## src/rtl/gold_nic_pkg.sv

```systemverilog
// Shared constants and types for the GOLD network interface.
// Register-select codes and the packet width used by every node.
package gold_nic_pkg;
  localparam int PKT_W = 64;

  localparam logic [1:0] ADDR_IBUF  = 2'b00;
  localparam logic [1:0] ADDR_ISTAT = 2'b01;
  localparam logic [1:0] ADDR_OBUF  = 2'b10;
  localparam logic [1:0] ADDR_OSTAT = 2'b11;

  typedef logic [0:PKT_W-1] pkt_t;
endpackage

```

## src/rtl/gold_nic_chan_buf.sv

```systemverilog
// One-entry packet buffer with a full flag.
// The stored data persists after clear; only the flag drops.
module nic_chan_buf
  import gold_nic_pkg::*;
(
  input  logic CLK,
  input  logic RESET,
  input  logic load,
  input  logic clear,
  input  pkt_t load_data,
  output pkt_t data,
  output logic full
);
  pkt_t data_reg;
  logic full_reg;

  // Load wins over clear so an arriving packet is never lost.
  always_ff @(posedge CLK) begin
    if (RESET) begin
      data_reg <= '0;
      full_reg <= 1'b0;
    end else if (load) begin
      data_reg <= load_data;
      full_reg <= 1'b1;
    end else if (clear) begin
      full_reg <= 1'b0;
    end
  end

  assign data = data_reg;
  assign full = full_reg;
endmodule

```

## src/rtl/gold_nic.sv

```systemverilog
// GOLD node network interface: one output and one input packet buffer
// between the processor register bus and the router port.
module gold_nic
  import gold_nic_pkg::*;
(
  input  logic        CLK,
  input  logic        RESET,
  input  logic [0:1]  addr,
  input  logic [0:63] d_in,
  output logic [0:63] d_out,
  input  logic        nicEn,
  input  logic        nicWrEn,
  output logic        net_so,
  input  logic        net_ro,
  output logic [0:63] net_do,
  input  logic        net_polarity,
  input  logic        net_si,
  output logic        net_ri,
  input  logic [0:63] net_di
);
  pkt_t obuf;
  pkt_t ibuf;
  logic ofull;
  logic ifull;
  logic proc_rd;
  logic proc_wr;
  logic o_load;
  logic i_load;
  logic i_clear;

  assign proc_rd = nicEn & ~nicWrEn;
  assign proc_wr = nicEn & nicWrEn;

  // A write to a full obuf (including the send cycle) is silently dropped.
  assign o_load  = proc_wr & (addr == ADDR_OBUF) & ~ofull;
  assign net_so  = ~RESET & ofull & net_ro & (net_polarity == obuf[0]);
  assign net_do  = obuf;

  assign net_ri  = ~RESET & ~ifull;
  assign i_load  = net_si & net_ri;
  assign i_clear = proc_rd & (addr == ADDR_IBUF);

  nic_chan_buf u_obuf (
    .CLK       (CLK),
    .RESET     (RESET),
    .load      (o_load),
    .clear     (net_so),
    .load_data (d_in),
    .data      (obuf),
    .full      (ofull)
  );

  nic_chan_buf u_ibuf (
    .CLK       (CLK),
    .RESET     (RESET),
    .load      (i_load),
    .clear     (i_clear),
    .load_data (net_di),
    .data      (ibuf),
    .full      (ifull)
  );

  always_comb begin
    d_out = '0;
    if (proc_rd) begin
      case (addr)
        ADDR_IBUF:  d_out = ibuf;
        ADDR_ISTAT: d_out = {63'b0, ifull};
        ADDR_OBUF:  d_out = obuf;
        ADDR_OSTAT: d_out = {63'b0, ofull};
        default:    d_out = '0;
      endcase
    end
  end
endmodule

```

## config.mk

```make
export PLATFORM = sky130hd
export DESIGN_NAME = gold_nic
export DESIGN_NICKNAME = d
export VERILOG_FILES = /design/src/rtl/gold_nic_pkg.sv /design/src/rtl/gold_nic_chan_buf.sv /design/src/rtl/gold_nic.sv
export SDC_FILE = /design/constraint.sdc
export NUM_CORES = 1
export LEC_CHECK = 0
export CORE_MARGIN = 4
export CORE_UTILIZATION = 40
export CTS_BUF_LIST = sky130_fd_sc_hd__clkbuf_8
export DETAILED_ROUTE_END_ITERATION = 16
export GPL_TIMING_DRIVEN = 0
export HOLD_SLACK_MARGIN = 0.1
export PLACE_DENSITY = 0.79
export SYNTH_ARGS = -nofsm -noshare
export SYNTH_HDL_FRONTEND = slang
export SYNTH_SLANG_ARGS = --single-unit
```

## constraint.sdc

```tcl
create_clock -name CLK -period 2 [get_ports CLK]
set_clock_uncertainty 0.1 [all_clocks]
set_input_delay 0.4 -clock CLK [delete_from_list [all_inputs] [get_ports CLK]]
set_output_delay 0.4 -clock CLK [all_outputs]
set_load 0.01 [all_outputs]
```

Yosys cells after proc, flatten, opt, wreduce, memory -nomap -nowiden --
Index checks and enable logic that the tools add are counted.
Word-level totals: register bits after elaboration 130, word-level logic and storage cells 31, input bits 137, output and inout bits 130
Cells by class: reduce and logical (&&, ||, !) cells 3, eq/ne operators 4, mux-type cells 6, bitwise operators 14
Operators with widths (number):
- $pmux W64 S4 | 1
- $mux W64 | 1
- $and A1 B1 Y1 | 10
- $eq A2 B2 Y1 const B | 2
- $mux W1 | 4
- $not A1 Y1 | 4
- $reduce_bool A2 Y1 | 2
- $eq A2 B1 Y1 const B | 1
- $logic_not A2 Y1 | 1
- $eq A1 B1 Y1 | 1

Longest topological paths before layout --
depth after elaboration 6, mapped depth 6, depth with buffers taken out 3

Hierarchy --
Synthesis repeated with hierarchy kept, for this count alone.
Unflattened totals: cells, all modules 508, area total of the unflattened synthesis 5532.8 um^2
By module, submodules not included:
- nic_chan_buf | instances 2, seq. area each 1301.2 um^2, area an instance 2344.7 um^2, cells an instance 210
- gold_nic | instances 1, seq. area each 0.0 um^2, area an instance 843.3 um^2, cells an instance 88

Least setup slack after synthesis --
Ideal clock, no wire load.
kind input -> output, from in nicWrEn, to out d_out[10] (netlist bit), data required time 1.500 ns, cell stages on the path 4, slack 0.236 ns, buffers on the path 1, arrival time 1.264 ns, cells stage by stage nand2b_1 > nor3_4 > buf_2 > a22o_1
On the way: longest elaborated chain between the ends 3
RTL lines:
- from (decl) | RTL line gold_nic.sv:12 | input logic nicWrEn,
- $not A1 Y1 | RTL line gold_nic.sv:31 | assign proc_rd = nicEn & ~nicWrEn;
- $and A1 B1 Y1 | RTL line gold_nic.sv:31
- $mux W64 | RTL line gold_nic.sv:65 | if (proc_rd) begin
- to (decl) | RTL line gold_nic.sv:10 | output logic [0:63] d_out,
No other way between the ends.

Worst setup path after layout --
from reg u_obuf.full_reg, in the netlist u_obuf.full, to out d_out[63] (netlist bit)
On the way: longest elaborated chain between the ends 2
RTL lines:
- from (decl) | RTL line gold_nic_chan_buf.sv:15 | logic full_reg;
- from (signal assigned) | RTL line gold_nic_chan_buf.sv:21 | full_reg <= 1'b0;
- from (signal assigned) | RTL line gold_nic_chan_buf.sv:24 | full_reg <= 1'b1;
- from (signal assigned) | RTL line gold_nic_chan_buf.sv:26 | full_reg <= 1'b0;
- $pmux W64 S4 | RTL line gold_nic.sv:66 | case (addr)
- $mux W64 | RTL line gold_nic.sv:65
No other way between the ends.

==> flow_metrics.env <==
export IMPL_status="finished with violations"
export IMPL_violations="negative setup slack"
export IMPL_power_switching_mw=1.47
export IMPL_synth_compound_area_frac=0.160
export IMPL_synth_top_area_share=0.469
export IMPL_setup_viol=6
export IMPL_synth_xor_area_share=0.00158
export IMPL_seq_power_share=0.464
export IMPL_cp_arrival_ps=1520
export IMPL_synth_main_ff_cell="dfxtp_1"
export IMPL_cts_root_buf="clkbuf_8"
export IMPL_highest_layer="met4"
export IMPL_crit_chain="mux4_2, nor2b_1, buf_2"
export IMPL_drt_pass1_iter_count=5
export IMPL_power_leakage_nw=3.68
export IMPL_routedWlPerCell_um=18.0
export IMPL_gp_congestion=0.836
export IMPL_insertion_delay_ps=440
export IMPL_initial_core_util=0.414
export IMPL_syn_cell_area_um2=5550
export IMPL_dr_wl_met2_um=10000
export IMPL_yosysTopAreaCell="dfxtp_1"
export IMPL_antenna_left=0
export IMPL_fin_crit_ps=2020
export IMPL_clkSinkCount=130
export IMPL_wl_um=20800
export IMPL_synth_cell_types=25
export IMPL_peakVddDrop_v=0.000470
export IMPL_grt_setup_unrepaired="true"
export IMPL_antenna_found_initial=1
export IMPL_fin_total_pwr_mw=6.00
export IMPL_fmax_mhz=494
export IMPL_crit_required_ps=1500
export IMPL_yosys_area_share_simple=0.191
export IMPL_synth_top_family_by_area="simple AND/OR/NAND/NOR gates"
export IMPL_synth_adder_area_share=0
export IMPL_grt_pass1_wl_um=32300
export IMPL_dp_final_hpwl_um=14400
export IMPL_layout_cells_non_filler=1154
export IMPL_ys_warn_count=0
export IMPL_yosysMostFrequentCell="nand2_1"
export IMPL_cts_tree="built"
export IMPL_final_setup_tns_ps=-67.1
export IMPL_intPower_mw=4.53
export IMPL_drc=0
export IMPL_tightest_slew_ps=531
export IMPL_yosysSeqAreaShare=0.469
export IMPL_start_kind="flop"
export IMPL_cp_max_fo=2
export IMPL_fin_area_um2=9220
export IMPL_cts_buffers=17
export IMPL_synth_mux_area_frac=0.119
export IMPL_grt_overflow=0
export IMPL_fp_dieH_um=126
export IMPL_drv_slew=0
export IMPL_fill_cells=1123
export IMPL_fin_crit_sh=1.01
export IMPL_cts_buffer_depth=2
export IMPL_cpMaxStageDelayCell="mux4_2"
export IMPL_h_tree_depth=4
export IMPL_max_stage_delay_ps=450
export IMPL_die_area_um2=15800
export IMPL_dieWidth_um=126
export IMPL_routed_via_count=5773
export IMPL_placed_area_um2=8440
export IMPL_powerDensity_nw_per_um2=651
export IMPL_synth_nets=785
export IMPL_synthTopCellsByArea="dfxtp_1 (47%), nand2_1 (17%), mux2i_1 (12%)"
export IMPL_core_area_um2=13400
export IMPL_grt_pass1_vias=6001
export IMPL_num_rows=42
export IMPL_layout_nets=1100
export IMPL_p_sw_frac=0.244
export IMPL_hold_path_class="in -> reg"
export IMPL_clk_pin_slew_ps=70
export IMPL_hold_buffers=0
export IMPL_wl_met1_um=8330
export IMPL_combinationalPowerShare=0.138
export IMPL_routed_wl_met3_um=1740
export IMPL_drv_cap=0
export IMPL_synth_edff_count=0
export IMPL_ys_ff_latch=130
export IMPL_crit_type="reg -> out"
export IMPL_port_buffer_count=266
export IMPL_slew_headroom=0.646
export IMPL_drive_gt1_frac=0.174
export IMPL_grt_max_degree=17
export IMPL_place_inst=1090
export IMPL_boundaryPins=267
export IMPL_syn_avg_cell_area_um2=8.57
export IMPL_grt_usage=0.257
export IMPL_vias_per_cell=5.00
export IMPL_crit_path_end_kind="output pin"
export IMPL_syn2layout_area_growth_pct=66.0
export IMPL_drtIter0Drc=405
export IMPL_synthArstFlopShare=0
export IMPL_synth_cells=648
export IMPL_setup_ws_ps=-24.5
export IMPL_clkPwrFrac=0.398
export IMPL_hold_violations=0
export IMPL_synth_common_cells="nand2_1 (257), dfxtp_1 (130), mux2i_1 (64)"
-- kinds of logic (layout without fill, tap and decap cells) --
group | Yosys count | count (layout)
simple gates | 268 | 268
other cells | 0 | 2
mux | 65 | 65
buf+inv | 55 | 383
xor+xnor | 1 | 1
flops | 130 | 130
compound gates | 129 | 129
-- path summary, 6_finish.rpt --
kind | start | end | slack [ps] | cells after the start
worst max-delay path | u_obuf.full | d_out[63] | -20 | 3
worst max register to register | u_ibuf.full | u_ibuf.data[26] | 350 | 5
worst min-delay path | RESET | u_ibuf.full | 290 | 2
worst min register to register | u_ibuf.data[43] | u_ibuf.data[43] | 350 | 2
-- routing by layer --
metal	global-route usage	vias to the layer above
met2	0.436	236
met3	0.0826	49
li1	-	2820
met4	0.106	0
met5	0	-
met1	0.300	2668
-- power groups by stage --
stage / clock network [mW] / logic, mW / registers, mW
floorplan: 0 / 0.295 / 2.83
global placement: 0 / 0.750 / 2.84
detailed placement: 0 / 0.758 / 2.84
CTS: 2.41 / 0.857 / 2.78
global route: 2.52 / 0.896 / 2.80
finish: 2.39 / 0.829 / 2.78
-- placed cells by master (no fill, tap or decap), types with 3 or more instances in the layout --
cell	synthesis	final
buf_1	4	4
buf_12	4	15
buf_4	4	11
dfxtp_1	130	127
clkbuf_1	22	22
buf_2	18	61
o21ai_1	38	38
nand2b_4	0	3
clkbuf_8	0	21
clkdlybuf4s50_1	0	195
nand2_1	257	257
clkinvlp_4	0	3
bufinv_16	0	3
buf_16	0	3
o21ai_0	26	26
buf_8	2	14
a22o_1	63	63
clkinv_2	0	3
buf_6	0	22
mux2i_1	64	64
-- area by class of cell --
cell class / count / area [um2] / area share
repair buffers: 298 / 2890 / 0.313
multi-input cells: 463 / 2650 / 0.287
flip-flops and latches: 130 / 2610 / 0.283
plain buffers: 52 / 418 / 0.0453
clock buffers: 21 / 289 / 0.0314
well taps: 176 / 220 / 0.0239
clock inverters: 11 / 135 / 0.0147
diodes: 2 / 5.00 / 0.000543
inverters: 1 / 3.75 / 0.000407
-- through the flow --
step | hold WS [ps] | util | setup WS (ps)
after floorplan | 325 | - | 236
after global placement | 336 | 0.630 | -1120
after detailed placement | 342 | 0.630 | -1130
after CTS | 264 | 0.705 | -75.8
after global routing | 304 | 0.687 | -79.0
final | 291 | 0.688 | -24.5
-- worst max-delay path: cells and delay by family, from the launching register on --
kind | cells | cell delay, ps
mux | 1 | 450
buf+inv | 1 | 140
simple gates | 1 | 140
flops | 1 | 340
-- repair_timing --
action,CTS,global route
buffers inserted,28,1
gates cloned,12,0
pin swaps,14,16
resized for setup,347,19
endpoints found under the setup margin,66,61
Note: power is estimated with default switching activity, not from simulation.
